===== src/rtl/comparador_pkg.sv =====
// Shared types and elaboration helpers for the serial magnitude comparator.
package comparador_pkg;

  localparam logic [1:0] IDLE_ENC   = 2'd0;
  localparam logic [1:0] RUN_ENC    = 2'd1;
  localparam logic [1:0] FINISH_ENC = 2'd2;

  typedef enum logic [1:0] {
    IDLE   = IDLE_ENC,
    RUN    = RUN_ENC,
    FINISH = FINISH_ENC
  } state_t;

  // Counter width for values 0..n-1, never narrower than one bit.
  function automatic int cnt_width(input int n);
    int w;
    w = 1;
    for (int i = 1; i < 32; i++) begin
      if ((1 << w) < n) w = w + 1;
    end
    return w;
  endfunction

  function automatic int steps_of(input int width, input int digit);
    return width / digit;
  endfunction

endpackage


===== src/rtl/comparador_digito.sv =====
// Combinational DIGIT-bit slice compare: bitwise XNOR equality plus an
// MSB-first priority chain that picks gt/lt from the first differing bit.
module comparador_digito #(
  parameter int DIGIT = 1
) (
  input  logic [DIGIT-1:0] x,
  input  logic [DIGIT-1:0] y,
  output logic             eq,
  output logic             gt,
  output logic             lt
);

  logic [DIGIT-1:0] bit_eq;
  logic             found;

  assign bit_eq = ~(x ^ y);
  assign eq     = &bit_eq;

  always_comb begin
    gt    = 1'b0;
    lt    = 1'b0;
    found = 1'b0;
    for (int i = DIGIT - 1; i >= 0; i--) begin
      if (!found && !bit_eq[i]) begin
        found = 1'b1;
        gt    = x[i];
        lt    = y[i];
      end
    end
  end

endmodule


===== src/rtl/comparador_magnitude_serial.sv =====
// Sequential MSB-first magnitude comparator, DIGIT bits per clock, with
// start/done handshake. Define COMPARADOR_EARLY_EXIT_EN to finish on the
// first differing slice instead of always walking all STEPS slices.
//
// state  | meaning
// IDLE   | waiting for start; flags hold the last result
// RUN    | comparing one slice per cycle, MSB slice first
// FINISH | done pulse, flags valid; start accepted here too
module comparador_magnitude_serial
  import comparador_pkg::*;
#(
  parameter int WIDTH = 8,
  parameter int DIGIT = 1
) (
  input  logic             clk,
  input  logic             reset,
  input  logic             start,
  input  logic             signed_mode,
  input  logic [WIDTH-1:0] a,
  input  logic [WIDTH-1:0] b,
  output logic             busy,
  output logic             done,
  output logic             aeqb,
  output logic             agtb,
  output logic             altb
);

  localparam int STEPS = steps_of(WIDTH, DIGIT);
  localparam int CW    = cnt_width(STEPS);
  localparam logic [CW-1:0]    LAST     = CW'(STEPS - 1);
  localparam logic [WIDTH-1:0] MSB_MASK = {1'b1, {(WIDTH-1){1'b0}}};
`ifdef COMPARADOR_EARLY_EXIT_EN
  localparam bit EARLY_EXIT = 1'b1;
`else
  localparam bit EARLY_EXIT = 1'b0;
`endif

  state_t           state, state_nx;
  logic [WIDTH-1:0] opa, opb, opa_nx, opb_nx;
  logic [CW-1:0]    step, step_nx;
  logic             decided, gt, lt;
  logic             decided_nx, gt_nx, lt_nx;
  logic             busy_nx, done_nx, aeqb_nx, agtb_nx, altb_nx;
  logic             s_eq, s_gt, s_lt;
  logic             leave;

  comparador_digito #(.DIGIT(DIGIT)) u_digito (
    .x  (opa[WIDTH-1 -: DIGIT]),
    .y  (opb[WIDTH-1 -: DIGIT]),
    .eq (s_eq),
    .gt (s_gt),
    .lt (s_lt)
  );

  always_ff @(posedge clk) begin
    if (reset) state <= IDLE;
    else       state <= state_nx;
  end

  always_comb begin
    state_nx   = state;
    opa_nx     = opa;
    opb_nx     = opb;
    step_nx    = step;
    decided_nx = decided;
    gt_nx      = gt;
    lt_nx      = lt;
    busy_nx    = busy;
    done_nx    = 1'b0;
    aeqb_nx    = aeqb;
    agtb_nx    = agtb;
    altb_nx    = altb;
    leave      = 1'b0;

    unique case (state)
      IDLE, FINISH: begin
        state_nx = IDLE;
        busy_nx  = 1'b0;
        if (start) begin
          // Offset binary: flipping both MSBs makes signed order match unsigned.
          opa_nx     = signed_mode ? (a ^ MSB_MASK) : a;
          opb_nx     = signed_mode ? (b ^ MSB_MASK) : b;
          step_nx    = '0;
          decided_nx = 1'b0;
          gt_nx      = 1'b0;
          lt_nx      = 1'b0;
          aeqb_nx    = 1'b0;
          agtb_nx    = 1'b0;
          altb_nx    = 1'b0;
          busy_nx    = 1'b1;
          state_nx   = RUN;
        end
      end
      RUN: begin
        opa_nx  = opa << DIGIT;
        opb_nx  = opb << DIGIT;
        step_nx = step + CW'(1);
        if (!decided && !s_eq) begin
          decided_nx = 1'b1;
          gt_nx      = s_gt;
          lt_nx      = s_lt;
          leave      = EARLY_EXIT;
        end
        if (step == LAST) leave = 1'b1;
        if (leave) begin
          state_nx = FINISH;
          busy_nx  = 1'b0;
          done_nx  = 1'b1;
          agtb_nx  = gt_nx;
          altb_nx  = lt_nx;
          aeqb_nx  = ~decided_nx;
        end
      end
      default: state_nx = IDLE;
    endcase
  end

  always_ff @(posedge clk) begin
    if (reset) begin
      opa     <= '0;
      opb     <= '0;
      step    <= '0;
      decided <= 1'b0;
      gt      <= 1'b0;
      lt      <= 1'b0;
      busy    <= 1'b0;
      done    <= 1'b0;
      aeqb    <= 1'b0;
      agtb    <= 1'b0;
      altb    <= 1'b0;
    end else begin
      opa     <= opa_nx;
      opb     <= opb_nx;
      step    <= step_nx;
      decided <= decided_nx;
      gt      <= gt_nx;
      lt      <= lt_nx;
      busy    <= busy_nx;
      done    <= done_nx;
      aeqb    <= aeqb_nx;
      agtb    <= agtb_nx;
      altb    <= altb_nx;
    end
  end

endmodule


===== config.mk =====
export PLATFORM = sky130hd
export DESIGN_NAME = comparador_magnitude_serial
export DESIGN_NICKNAME = d
export VERILOG_FILES = /design/src/rtl/comparador_pkg.sv /design/src/rtl/comparador_digito.sv /design/src/rtl/comparador_magnitude_serial.sv
export SDC_FILE = /design/constraint.sdc
export NUM_CORES = 1
export LEC_CHECK = 0
export BUFFER_PORTS_ARGS = -buffer_cell sky130_fd_sc_hd__buf_2
export CAP_MARGIN = 20
export CORE_ASPECT_RATIO = 1.1
export CORE_MARGIN = 2
export CORE_UTILIZATION = 55
export CTS_BUF_LIST = sky130_fd_sc_hd__clkbuf_4
export DETAILED_ROUTE_END_ITERATION = 12
export PLACE_DENSITY = 0.8
export SETUP_SLACK_MARGIN = 0.3
export SYNTH_ARGS = -nofsm -noshare
export SYNTH_HDL_FRONTEND = slang
export SYNTH_SLANG_ARGS = --single-unit

===== constraint.sdc =====
create_clock -name clk -period 2.28 [get_ports clk]
set_input_delay 0.456 -clock clk [delete_from_list [all_inputs] [get_ports clk]]
set_output_delay 0.456 -clock clk [all_outputs]
set_load 0.02 [all_outputs]

==> run summary <==
• 65.2% — Tcrit/Tclk final
• 56.8% — starting density of the core
• 9.13 um^2 — mean instance size in the synthesized netlist
• flip-flop — sort of element at the end of the critical path
• opb[6]$_SDFFE_PP0P_ — reg-to-reg critical path endpoint
• 29 — clock net sink count
• 1.74 ns — endpoint arrival time on the critical path
• 0.547 mV — Max rail drop VDD
• 3 — logic depth of the worst path, buffers included
• 24 — number of DRC violations after detailed-routing iteration 0
• 0 — hold_buf cts
• 160 — Synthesized Nets
• 0 — number of buffer and inverter stages on the critical path
• 180 — number of instances in the placed design
• sky130_fd_sc_hd__dfxtp_1 (29), sky130_fd_sc_hd__buf_2 (24), sky130_fd_sc_hd__a21oi_1 (23) — highest-count cells in the layout ignoring fill and taps
• state[1]$_SDFFE_PP0P_ — startpoint of the worst-slack reg-to-reg timing path
• 49.3 um — Die Span X
• 181 — Final nets
• 19.6% — overall track demand over capacity in global routing
• 0 — endpoints failing setup
• sky130_fd_sc_hd__clkbuf_4 — clock root buffer master
• 0.32 ns — worst-skew pair later-pin latency
• 2.53 ns — worst path required time
• 46.8% — fraction of the yosys area taken by sequential cells
• 3.93 mm — global-route wire length before repair
• 3 — Worst R2R Path Depth
• 2 — number of buffers on the longest clock path
• 4 — Initial DRT Pass Iterations
• 705 mW/mm^2 — Power per Cell Area
• 0 — max-slew violations
• 0 — buffers inserted by post-CTS timing repair
• 43.4% — Slew Limit Headroom
• 0 — number of design rule violations left after detail routing
• 0.10 ns — clock-pin slew on the worst setup and hold paths
• simple AND/OR/NAND/NOR gates — cell family with most CP delay
• 5 — cts bufs inserted
• 11.7% — signed area change from the synthesized netlist to the final layout
• 0.00265 mm^2 — die outline area
• reg -> reg — worst setup path class
• 0 — hold violation total from the final report
• 0.568 nW — static leakage power
• 188 — fin cells
• 18 — Cell Rows
• 21.5% — share of cells above drive strength 1
• no — unrepaired setup endpoints after global routing
• a[0] — Min-Delay Startpoint
• sky130_fd_sc_hd__dfxtp_1 — most common cell after layout, fill and taps aside
• 0 — antenna-violating nets left
• opa[0]$_SDFFE_PP0P_ — Hold Path End
• state[1]$_SDFFE_PP0P_ — Critical path origin
• 198 — number of inserted filler cells in the final layout
• 0.737 — Placer Congestion
• 0.00218 mm^2 — CORE AREA
• 0 ns — Setup TNS Final
• 13.1 um — post-detailed-route wirelength per cell
• 0.69 ns — maximum single-stage delay on the critical path
• 0.672 GHz — achievable frequency
• 0.0145 ns — Post-Route Skew
• 0 — antenna violations before repair
• nand2b_1 > nand3_1 > a21oi_1 — critical path cell sequence
• 31 — pin count of the biggest net entering global routing
• flip-flop — Critical Path Start Type
• 0 — YS warnings
• 63.5% — post-route core utilization
• 53.8 um — Die Ht
• in -> reg — Hold/Removal Path Class
• 5.62 — vias per cell
• 25 — number of distinct library cell variants in the gate-level netlist after synthesis
• sky130_fd_sc_hd__nand2b_1 — cell type of the slowest stage on the worst timing path
• 0 — Post-CTS Resized
• 931 — via count of the first global-routing pass
• 1.49 ns — fin crit period
• 2 — number of levels the H-tree was split into
• 23 — worst-path maximum fanout
• 2.46 mm — total wire length after detailed routing
• 0.79 ns — setup slack of the most critical reg-to-reg path
• finished clean — outcome
• yes — clock tree from TritonCTS
• 25 — number of placed I/O pins
• 1057 — vias
• 1.61 mm — estimated wirelength of the detail-placed design
• 3 — worst hold path depth
• 0 — MaxCap Viol Count
• 24 — count of input and output buffers
• 0 — GR Overflow Total
• 0 — antenna diode instance count
• 0.848 ns — actual slew at the worst max-slew pin
• 29 — register bit count reported by yosys
• 0.00124 mm^2 — Synth Cell Area
• 136 — cell count after synthesis
==> layer usage <==
| layer | up-vias | GRT usage (%) | wire [um] |
|---|---|---|---|
| li1 | 530 | - | - |
| met4 | 0 | 8.10 | 0 |
| met3 | 0 | 5.28 | 116 |
| met2 | 25 | 33.8 | 1290 |
| met1 | 502 | 23.4 | 1060 |
| met5 | - | 0 | 0 |
==> worst register-to-register path, stage by stage, from the launching register on <==
cell and delay (ns):
sky130_fd_sc_hd__dfxtp_1 0.38, sky130_fd_sc_hd__nand2b_1 0.69, sky130_fd_sc_hd__nand3_1 0.17, sky130_fd_sc_hd__a21oi_1 0.19
==> kinds of logic (layout without fill, tap and decap cells) <==
| kind of cell | Yosys count | count (layout) | synth area share, % |
|---|---|---|---|
| AND/OR/NAND/NOR | 39 | 39 | 17.3 |
| multiplexers | 2 | 2 | 1.61 |
| buffers and inverters | 18 | 40 | 8.47 |
| adder cells (fa/ha/maj) | 4 | 4 | 4.03 |
| XOR/XNOR | 2 | 2 | 1.41 |
| AO/OA/AOI/OAI | 42 | 42 | 20.4 |
| flip-flops | 29 | 29 | 46.8 |
==> worst max-delay path by stage <==
stage | end | slack [ns]
6_report | opb[6]$_SDFFE_PP0P_ | 0.79
5_1_grt | gt$_SDFFE_PP0P_ | 0.71
4_1_cts | gt$_SDFFE_PP0P_ | 0.81
3_5_place_dp | opb[6]$_SDFFE_PP0P_ | 0.84
3_3_place_gp | lt$_SDFFE_PP0P_ | 0.93
2_1_floorplan | agtb$_SDFFE_PP0P_ | 1.03
==> cell type report <==
type | count | area (um^2) | share of cell area (%)
Sequential cell | 29 | 581 | 41.9
Multi-Input combinational cell | 89 | 556 | 40.1
Timing Repair Buffer | 26 | 135 | 9.75
Clock buffer | 6 | 45.0 | 3.25
Inverter | 6 | 22.5 | 1.62
Clock inverter | 2 | 10.0 | 0.722
Tap cell | 30 | 37.5 | 2.71
==> cell usage after synthesis <==
cell type,n,area [um^2]
sky130_fd_sc_hd__nand4b_1,4,35.0
sky130_fd_sc_hd__inv_1,6,22.5
sky130_fd_sc_hd__o211ai_1,1,7.51
sky130_fd_sc_hd__nor2b_1,1,6.26
sky130_fd_sc_hd__a22oi_1,14,105
sky130_fd_sc_hd__nand3_1,20,100
sky130_fd_sc_hd__or3_1,1,6.26
sky130_fd_sc_hd__o21ai_0,2,10.0
sky130_fd_sc_hd__buf_6,3,33.8
sky130_fd_sc_hd__buf_2,3,15.0
sky130_fd_sc_hd__ha_1,4,50.1
sky130_fd_sc_hd__xor2_1,2,17.5
sky130_fd_sc_hd__buf_4,3,22.5
sky130_fd_sc_hd__nor3_1,1,5.00
sky130_fd_sc_hd__nor2_1,2,7.51
sky130_fd_sc_hd__mux2i_1,2,20.0
sky130_fd_sc_hd__a21oi_1,23,115
sky130_fd_sc_hd__dfxtp_1,29,581
sky130_fd_sc_hd__o31ai_1,2,15.0
sky130_fd_sc_hd__nand2b_1,3,18.8
sky130_fd_sc_hd__nand3b_1,1,7.51
sky130_fd_sc_hd__nand2_1,4,15.0
sky130_fd_sc_hd__or2_1,1,6.26
sky130_fd_sc_hd__clkbuf_1,3,11.3
sky130_fd_sc_hd__and2b_1,1,7.51
==> metrics by stage <==
stage | total power [mW] | worst slack (ns) | instance area (um^2) | hold slack [ns]
2_1_floorplan | 0.658 | 1.03 | 1240 | 0.448
3_3_place_gp | 0.678 | 0.931 | 1330 | 0.453
3_5_place_dp | 0.686 | 0.837 | 1330 | 0.462
4_1_cts | 0.981 | 0.806 | 1390 | 0.357
5_1_grt | 1.02 | 0.710 | 1390 | 0.370
6_report | 0.977 | 0.792 | 1390 | 0.365
==> sequential cells by signal, indices dropped and copies added (netlist names) <==
signal	count
opa	8
opb	8
step	3
state	2
aeqb	1
agtb	1
altb	1
busy	1
decided	1
done	1
gt	1
lt	1
==> power breakdown <==
| part | total, mW | internal (mW) | switching [mW] |
|---|---|---|---|
| clock network | 0.302 | 0.129 | 0.173 |
| registers | 0.548 | 0.532 | 0.0160 |
| logic | 0.127 | 0.0510 | 0.0756 |
(Power assumes the default switching activity.)
